### config.mk
export PLATFORM = sky130hd
export DESIGN_NAME = l2_tlb_ctrl
export DESIGN_NICKNAME = d
export VERILOG_FILES = /design/src/rtl/l2_tlb_pkg.sv /design/src/rtl/l2_tlb_rr_arb.sv /design/src/rtl/l2_tlb_ctrl.sv
export SDC_FILE = /design/constraint.sdc
export NUM_CORES = 1
export LEC_CHECK = 0
export ABC_AREA = 1
export BUFFER_PORTS_ARGS = -buffer_cell sky130_fd_sc_hd__buf_2
export CAP_MARGIN = 25
export CORE_MARGIN = 4
export CORE_UTILIZATION = 39
export CTS_CLUSTER_DIAMETER = 150
export CTS_CLUSTER_SIZE = 20
export DETAILED_ROUTE_END_ITERATION = 10
export PLACE_DENSITY = 0.8
export SYNTH_ARGS = -nofsm -noshare
export SYNTH_HDL_FRONTEND = slang
export SYNTH_SLANG_ARGS = --single-unit
### constraint.sdc
create_clock -name clk -period 1.4 [get_ports clk]
set_clock_uncertainty 0.15 [all_clocks]
set_input_delay 0.21 -clock clk [delete_from_list [all_inputs] [get_ports clk]]
set_output_delay 0.21 -clock clk [all_outputs]
set_load 0.02 [all_outputs]
### src/rtl/l2_tlb_pkg.sv
// Shared types and widths for the L2 TLB sequencing controller.
package l2_tlb_pkg;

  localparam int VPN_W  = 27;
  localparam int PPN_W  = 20;
  localparam int PERM_W = 6;

  // Permission bit positions inside the packed {d,r,x,w,u,v} field.
  localparam int BIT_V = 0;
  localparam int BIT_U = 1;
  localparam int BIT_W = 2;
  localparam int BIT_X = 3;
  localparam int BIT_R = 4;
  localparam int BIT_D = 5;

  typedef enum logic [2:0] {
    S_IDLE      = 3'd0,
    S_LOOKUP    = 3'd1,
    S_WALK_REQ  = 3'd2,
    S_WALK_WAIT = 3'd3,
    S_RESP      = 3'd4
  } state_e;

  typedef enum logic {
    OWN_D = 1'b0,
    OWN_I = 1'b1
  } owner_e;

  function automatic logic pte_valid(input logic [PERM_W-1:0] perm);
    return perm[BIT_V];
  endfunction

endpackage

### src/rtl/l2_tlb_rr_arb.sv
// Two-input round-robin arbiter between the I-TLB and D-TLB miss requests.
module l2_tlb_rr_arb
  import l2_tlb_pkg::*;
(
  input  logic clk,
  input  logic reset,
  input  logic en,
  input  logic req_i,
  input  logic req_d,
  output logic gnt_i,
  output logic gnt_d
);

  // ptr_q = OWN_D means a tie goes to the D-TLB.
  owner_e ptr_q;
  owner_e ptr_d;

  // Grant selection and pointer advance to the side that lost this turn.
  always_comb begin
    gnt_d = en & req_d & (~req_i | (ptr_q == OWN_D));
    gnt_i = en & req_i & (~req_d | (ptr_q == OWN_I));
    if (gnt_d) begin
      ptr_d = OWN_I;
    end else if (gnt_i) begin
      ptr_d = OWN_D;
    end else begin
      ptr_d = ptr_q;
    end
  end

  // Pointer register.
  always_ff @(posedge clk) begin
    if (reset) begin
      ptr_q <= OWN_D;
    end else begin
      ptr_q <= ptr_d;
    end
  end

endmodule

### src/rtl/l2_tlb_ctrl.sv
// L2 TLB sequencer: arbitrates I/D misses, looks up the L2 array, walks on a
// miss, refills the array and returns the PTE to the owning requester.
module l2_tlb_ctrl
  import l2_tlb_pkg::*;
(
  input  logic              clk,
  input  logic              reset,
  input  logic              io_itlb_req_valid,
  output logic              io_itlb_req_ready,
  input  logic [VPN_W-1:0]  io_itlb_req_vpn,
  input  logic              io_dtlb_req_valid,
  output logic              io_dtlb_req_ready,
  input  logic [VPN_W-1:0]  io_dtlb_req_vpn,
  output logic              io_itlb_resp_valid,
  output logic              io_dtlb_resp_valid,
  output logic [PPN_W-1:0]  io_resp_pte_ppn,
  output logic [PERM_W-1:0] io_resp_pte_perm,
  output logic              l2_lookup_valid,
  output logic [VPN_W-1:0]  l2_lookup_vpn,
  input  logic              l2_tlb_miss,
  input  logic [PPN_W-1:0]  l2_resp_ppn,
  input  logic [PERM_W-1:0] l2_resp_perm,
  output logic              l2_refill_valid,
  output logic [VPN_W-1:0]  l2_refill_vpn,
  output logic [PPN_W-1:0]  l2_refill_ppn,
  output logic [PERM_W-1:0] l2_refill_perm,
  output logic              io_ptw_req_valid,
  input  logic              io_ptw_req_ready,
  output logic [VPN_W-1:0]  io_ptw_req_bits_addr,
  input  logic              io_ptw_resp_valid,
  input  logic [PPN_W-1:0]  io_ptw_resp_bits_pte_ppn,
  input  logic [PERM_W-1:0] io_ptw_resp_bits_pte_perm,
  input  logic              io_flush
);

  state_e              state_q, state_d;
  owner_e              owner_q, owner_d;
  logic [VPN_W-1:0]    vpn_q, vpn_d;
  logic [PPN_W-1:0]    ppn_q, ppn_d;
  logic [PERM_W-1:0]   perm_q, perm_d;
  logic                flush_pending_q, flush_pending_d;
  logic                refill_valid_q, refill_valid_d;

  logic                gnt_i, gnt_d, grant_any;
  logic [VPN_W-1:0]    grant_vpn;

  l2_tlb_rr_arb u_arb (
    .clk   (clk),
    .reset (reset),
    .en    (state_q == S_IDLE),
    .req_i (io_itlb_req_valid),
    .req_d (io_dtlb_req_valid),
    .gnt_i (gnt_i),
    .gnt_d (gnt_d)
  );

  assign grant_any = gnt_i | gnt_d;
  assign grant_vpn = gnt_i ? io_itlb_req_vpn : io_dtlb_req_vpn;

  assign io_itlb_req_ready = gnt_i;
  assign io_dtlb_req_ready = gnt_d;
  assign l2_lookup_valid   = grant_any;
  assign l2_lookup_vpn     = grant_any ? grant_vpn : {VPN_W{1'b0}};

  assign io_ptw_req_valid     = (state_q == S_WALK_REQ);
  assign io_ptw_req_bits_addr = (state_q == S_WALK_REQ) ? vpn_q : {VPN_W{1'b0}};

  // The response is only visible in RESP; ppn_q/perm_q hold either the L2 hit or walk result.
  assign io_itlb_resp_valid = (state_q == S_RESP) && (owner_q == OWN_I);
  assign io_dtlb_resp_valid = (state_q == S_RESP) && (owner_q == OWN_D);
  assign io_resp_pte_ppn    = (state_q == S_RESP) ? ppn_q  : {PPN_W{1'b0}};
  assign io_resp_pte_perm   = (state_q == S_RESP) ? perm_q : {PERM_W{1'b0}};

  assign l2_refill_valid = refill_valid_q;
  assign l2_refill_vpn   = refill_valid_q ? vpn_q  : {VPN_W{1'b0}};
  assign l2_refill_ppn   = refill_valid_q ? ppn_q  : {PPN_W{1'b0}};
  assign l2_refill_perm  = refill_valid_q ? perm_q : {PERM_W{1'b0}};

  // Next-state and datapath latch logic for the single in-flight transaction.
  always_comb begin
    state_d        = state_q;
    owner_d        = owner_q;
    vpn_d          = vpn_q;
    ppn_d          = ppn_q;
    perm_d         = perm_q;
    refill_valid_d = 1'b0;
    case (state_q)
      S_IDLE: begin
        if (grant_any) begin
          vpn_d   = grant_vpn;
          owner_d = gnt_i ? OWN_I : OWN_D;
          state_d = S_LOOKUP;
        end else begin
          state_d = S_IDLE;
        end
      end
      S_LOOKUP: begin
        if (!l2_tlb_miss) begin
          ppn_d   = l2_resp_ppn;
          perm_d  = l2_resp_perm;
          state_d = S_RESP;
        end else begin
          state_d = S_WALK_REQ;
        end
      end
      S_WALK_REQ: begin
        if (io_ptw_req_ready) begin
          state_d = S_WALK_WAIT;
        end else begin
          state_d = S_WALK_REQ;
        end
      end
      S_WALK_WAIT: begin
        if (io_ptw_resp_valid) begin
          ppn_d          = io_ptw_resp_bits_pte_ppn;
          perm_d         = io_ptw_resp_bits_pte_perm;
          refill_valid_d = !flush_pending_q && !io_flush &&
                           pte_valid(io_ptw_resp_bits_pte_perm);
          state_d        = S_RESP;
        end else begin
          state_d = S_WALK_WAIT;
        end
      end
      S_RESP: begin
        state_d = S_IDLE;
      end
      default: begin
        state_d = S_IDLE;
      end
    endcase

    if (state_d == S_IDLE) begin
      flush_pending_d = 1'b0;
    end else if ((state_q != S_IDLE) && io_flush) begin
      flush_pending_d = 1'b1;
    end else begin
      flush_pending_d = flush_pending_q;
    end
  end

  // State and datapath registers.
  always_ff @(posedge clk) begin
    if (reset) begin
      state_q         <= S_IDLE;
      owner_q         <= OWN_D;
      vpn_q           <= {VPN_W{1'b0}};
      ppn_q           <= {PPN_W{1'b0}};
      perm_q          <= {PERM_W{1'b0}};
      flush_pending_q <= 1'b0;
      refill_valid_q  <= 1'b0;
    end else begin
      state_q         <= state_d;
      owner_q         <= owner_d;
      vpn_q           <= vpn_d;
      ppn_q           <= ppn_d;
      perm_q          <= perm_d;
      flush_pending_q <= flush_pending_d;
      refill_valid_q  <= refill_valid_d;
    end
  end

endmodule

==> results of run 1 <==
-- Yosys cell counts (all sizes together) --
| master | number |
|---|---|
| nor2 | 169 |
| clkinv | 1 |
| clkbuf | 12 |
| dfxtp | 60 |
| o21ai | 29 |
| a21oi | 31 |
| nand2 | 199 |
| inv | 123 |
| nor3 | 1 |
| buf | 29 |
| nand3 | 60 |
-- metrics by stage --
stage                     std cells  setup slack (ps)  hold slack [ps]  TNS, ps
after floorplan                 714              -108              122    -6610
after global placement         1131              -286              311   -18060
after detailed placement       1131              -331              317   -20280
after CTS                      1195              -606             3.57   -70780
-- cell families after synthesis --
kind of cell	synth area share (%)
AOI/OAI and AO/OA	7.78
and+or+nand+nor	43.6
buffers and inverters	18.9
DFF	29.7
-- repair_timing --
action | 4_1_cts
resized for setup | 405
buffers inserted | 25
gates cloned | 23
endpoints found under the setup margin | 197
pin swaps | 42
hold buffers | 3
endpoints found under the hold margin | 5
==> metrics.md, run 1 <==
| Metric | Value |
|---|---|
| Outcome | did not finish |
| Stop stage | global routing (5_1_grt) |
| First Err | [ERROR DPL-0038] Utilization greater than 100%, impossible to legalize |
| CTS Root Cell | clkbuf_8 |
| Area contributors post-synth | dfxtp_1 (30%), nand2_1 (18%), nor2_1 (15%) |
| Worst endpoint type | output port |
| TritonCTS Sinks | 60 |
| Area share of the largest cell type after synthesis | 29.7% |
| H-Tree Depth | 3 |
| DP Area | 6250 µm² |
| Yosys cell types | 23 |
| Post-synthesis register bit count | 60 |
| Chip Width | roughly 110 µm |
| Clock buffer depth | 2 |
| Post-Syn Area | 4050 µm² |
| Initial Util | just over 40% |
| Worst-path endpoint after global-route repair_timing | l2_lookup_vpn[10] |
| Synthesized Nets | just over 800 |
| Ports | 254 |
| Num rows | 36 |
| Die height | 110 µm |
| Largest area contributor in the netlist | dfxtp_1 |
| Total CTS buffers | 9 |
| Mean Syn Cell Area | 5.67 µm² |
| Ys Warns | 0 |
| Final HPWL DP | approximately 11 mm |
| GPL Wtd Cong | 0.910 |
| PortBufs | 253 |
| Seq/Total Area, Yosys | 29.7% |
| Largest net degree at the start of global routing | 56 |
| Syn Inst Count | 714 |
==> run 2, diff against run 1 <==
--- a/config.mk
+++ b/config.mk
@@ -9,11 +9,9 @@
 export BUFFER_PORTS_ARGS = -buffer_cell sky130_fd_sc_hd__buf_2
 export CAP_MARGIN = 25
 export CORE_MARGIN = 4
-export CORE_UTILIZATION = 39
-export CTS_CLUSTER_DIAMETER = 150
-export CTS_CLUSTER_SIZE = 20
+export CORE_UTILIZATION = 28
 export DETAILED_ROUTE_END_ITERATION = 10
-export PLACE_DENSITY = 0.8
+export PLACE_DENSITY_LB_ADDON = 0.15
 export SYNTH_ARGS = -nofsm -noshare
 export SYNTH_HDL_FRONTEND = slang
 export SYNTH_SLANG_ARGS = --single-unit
==> constraint.sdc (replaced) <==
create_clock -name clk -period 1.8 [get_ports clk]
set_clock_uncertainty 0.15 [all_clocks]
set_input_delay 0.27 -clock clk [delete_from_list [all_inputs] [get_ports clk]]
set_output_delay 0.27 -clock clk [all_outputs]
set_load 0.02 [all_outputs]
==> metrics.md, run 2 <==
| Metric | Value |
|---|---|
| Most frequent cells in the layout | nand2_1 (168), buf_2 (168), inv_1 (114), nor2_1 (96), buf_6 (78) |
| Synthesized Nets | 828 (unchanged) |
| Chip Width | 128 µm (was 110 µm) |
| PortBufs | 253 (unchanged) |
| Syn Inst Count | 714 (unchanged) |
| TritonCTS Sinks | 60 (unchanged) |
| Diodes inserted | 0 |
| DRC viols | 0 |
| Vias in the first global route | 5300 |
| Synth Flop Type | dfxtp_1 (unchanged) |
| Area contributors post-synth | dfxtp_1 (30%), nand2_1 (18%), nor2_1 (15%) (unchanged) |
| Final-report setup violation count | 95 |
| First-pass DRT Iterations | 4 |
| Worst Reg-to-Reg Cells | 12 |
| Worst IR Drop VDD | 0.000533 V |
| Final Power | 6.26 mW |
| Most used cell, CP | buf_12 |
| CTS Root Cell | clkbuf_16 (was clkbuf_8) |
| Count leader, synth | nand2_1 (unchanged) |
| Post-synthesis register bit count | 60 (unchanged) |
| Mean Syn Cell Area | 5.67 µm² (unchanged) |
| Largest net degree at the start of global routing | 32 |
| Initial antenna violation count | 0 |
| Outcome | finished, violations left (was did not finish) |
| Register area | 1210 µm² |
| Top fanout value on the critical path | 7 |
| HP Start | reset |
| Congestion Overflow GR | 0 |
| Slew Viols, Final | 0 |
| Yosys cell types | 23 (unchanged) |
| Final WL | about 19 mm |
| Reg-to-Reg Start | state_q[0] |
| Filler cells | 1362 |
| CP startpoint | state_q[2] |
| Post-layout min period | 2070 ps |
| Seq/Total Area, Yosys | 29.7% (unchanged) |
| Worst Hold Slack | 40.3 ps |
| Hold path depth | 2 |
| Top post-synthesis cells by count | nand2_1 (197), nor2_1 (161), inv_1 (116) (unchanged) |
| Die height | 128 µm (was 110 µm) |
| CP peak stage delay | 320 ps |
| Initial Util | 28.8% (was 40.7%) |
| Failing checks | setup timing |
| GRT Util Overall | 20.2% |
| Layout area overhead | 100% |
| Clock Pin Slew Worst Setup and Hold Paths | 50 ps |
| Leak | 4.24 nW |
| Asr flop ratio synth | 0% (unchanged) |
| Core ar. | around 14000 µm² |
| Power Density | 771 nW/µm² |
| Ports | 254 (unchanged) |
| Endpoint, Worst Hold | owner_q |
| Final nets | 1135 |
| Setup TNS | -15460 ps |
| Final WS setup | -273 ps |
| Slowest cell on crit path | dfxtp_2 |
| Largest reg by FF count | vpn_q |
| Wire per inst | 15.4 µm |
| MaxCap Viol Count | 0 |
| GPL Wtd Cong | 0.792 (was 0.910) |
| Slew headroom | between 70% and 80% |
| CP startpoint kind | flip-flop |
| Tcrit/Tclk final | 115% |
| Reg-to-reg endpoint | ppn_q[9] |
| Layout cell share with drive strength beyond 1 | 51.5% |
| Slew @ Worst Pin | approximately 320 ps |
| Critical path, cell by cell | inv_2, nand2_2, nor2_4, buf_12, buf_12, nand3_1, a21oi_2, buf_4 |
| Top flop regs | vpn_q: 27 flops, ppn_q: 20 flops, perm_q: 6 flops |
| Clk Latency, worst-skew pair | 340 ps |
| Largest area contributor in the netlist | dfxtp_1 (unchanged) |
| Cts hold-fix bufs | 0 (was 3) |
| Ys Warns | 0 (unchanged) |
| Final Hold Vio Count | 0 |
| First-pass GRT wire length | 26.2 mm |
| Post-DRT Antenna Nets | 0 |
| Final HPWL DP | 10.9 mm (was 11.2 mm) |
| Vias per cell | 4.55 |
| Post-Syn Area | 4050 µm² (unchanged) |
| Clock buffer depth | 2 (unchanged) |
| First DRT Iteration DRCs | 212 |
| Multi-input gate area | 2940 µm² |
| Worst Path Required | 1380 ps |
| CP endpoint kind | output port |
| DIE AREA | 16500 µm² |
| Worst min-delay path category | in2reg |
| Worst R2R Setup Slack | -60 ps |
| Crit path kind | reg2out |
| Unrepaired setup endpoints after global routing | true |
| Num rows | 43 (was 36) |
| Max reg flops | 27 |
| Critical Path AT | 1650 ps |
| Area share of the largest cell type after synthesis | 29.7% (unchanged) |
| CTS tree | done |
| Vias | 5488 |
| Number of flops mapped to enable cells by yosys | 0 (unchanged) |
| Total CTS buffers | 9 (unchanged) |
| FMAX | about 480 MHz |
| H-Tree Depth | 3 (unchanged) |
run 2: cell counts after synthesis:
No cell type changed its count.
run 2: cell type report:
| cell class | instances | share of cell area, % |
|---|---|---|
| Timing Repair Buffer | 336 | 36.0 |
| Clock inverter | 4 | 0.894 |
| Inverter | 124 | 6.16 |
| Multi-Input combinational cell | 489 | 36.2 |
| Tap cell | 180 | 2.77 |
| Timing Repair inverter | 1 | 0.139 |
| Sequential cell | 60 | 14.9 |
| Clock buffer | 12 | 3.04 |
run 2: power by group:
group	internal, mW	switching (mW)
combinational	1.24	1.50
sequential	1.52	0.144
clock	1.25	0.613
total	4.00	2.25
run 2: stage by stage:
stage / util (%) / setup slack (ps) / instance area (µm²) / instances
final: 57.8 / -273 / 8120 / 1206
after global routing: 57.8 / -321 / 8120 / 1206
after detailed placement: 40.0 / 28.7 / 5620 / 1145
after CTS: 52.8 / -248 / 7410 / 1187
after global placement: 40.0 / 17.8 / 5620 / 1145
after floorplan: - / 68.9 / 4050 / 714
run 2: layer usage:
metal	up-vias	GRT usage, %	share of wire [%]
met2	190	35.8	51
met5	-	0	0
li1	2744	-	-
met3	41	4.17	5.7
met4	0	7.43	2.4
met1	2513	24.0	41
run 2: what timing repair did:
action | CTS | global route
cloned | 11 | 9
buffers inserted | 16 | 13
resized for setup | 307 | 121
pin swaps | 25 | 39
setup endpoints to repair | 84 | 160
run 2: cells by family after synthesis:
| family | Yosys count | synth area share [%] |
|---|---|---|
| flip-flops | 60 | 29.7 |
| AO/OA/AOI/OAI | 60 | 7.78 |
| AND/OR/NAND/NOR | 429 | 43.6 |
| buffers and inverters | 165 | 18.9 |
run 2: how the worst max path moves through the flow:
stage / cells after the start / end / slack, ps
after global routing: 8 / l2_lookup_vpn[21] / -320
final: 8 / l2_lookup_vpn[26] / -270
after CTS: 8 / l2_lookup_vpn[3] / -250
after global placement: 9 / l2_lookup_vpn[15] / 20
after floorplan: 7 / l2_lookup_vpn[10] / 70
after detailed placement: 9 / l2_lookup_vpn[15] / 30
run 2: critical path: cells and delay by family (launching register included):
kind	cells	cell delay, ps
buf+inv	4	490
compound gates	1	180
flops	1	320
simple gates	3	330
Power figures use the tool's default switching activity.
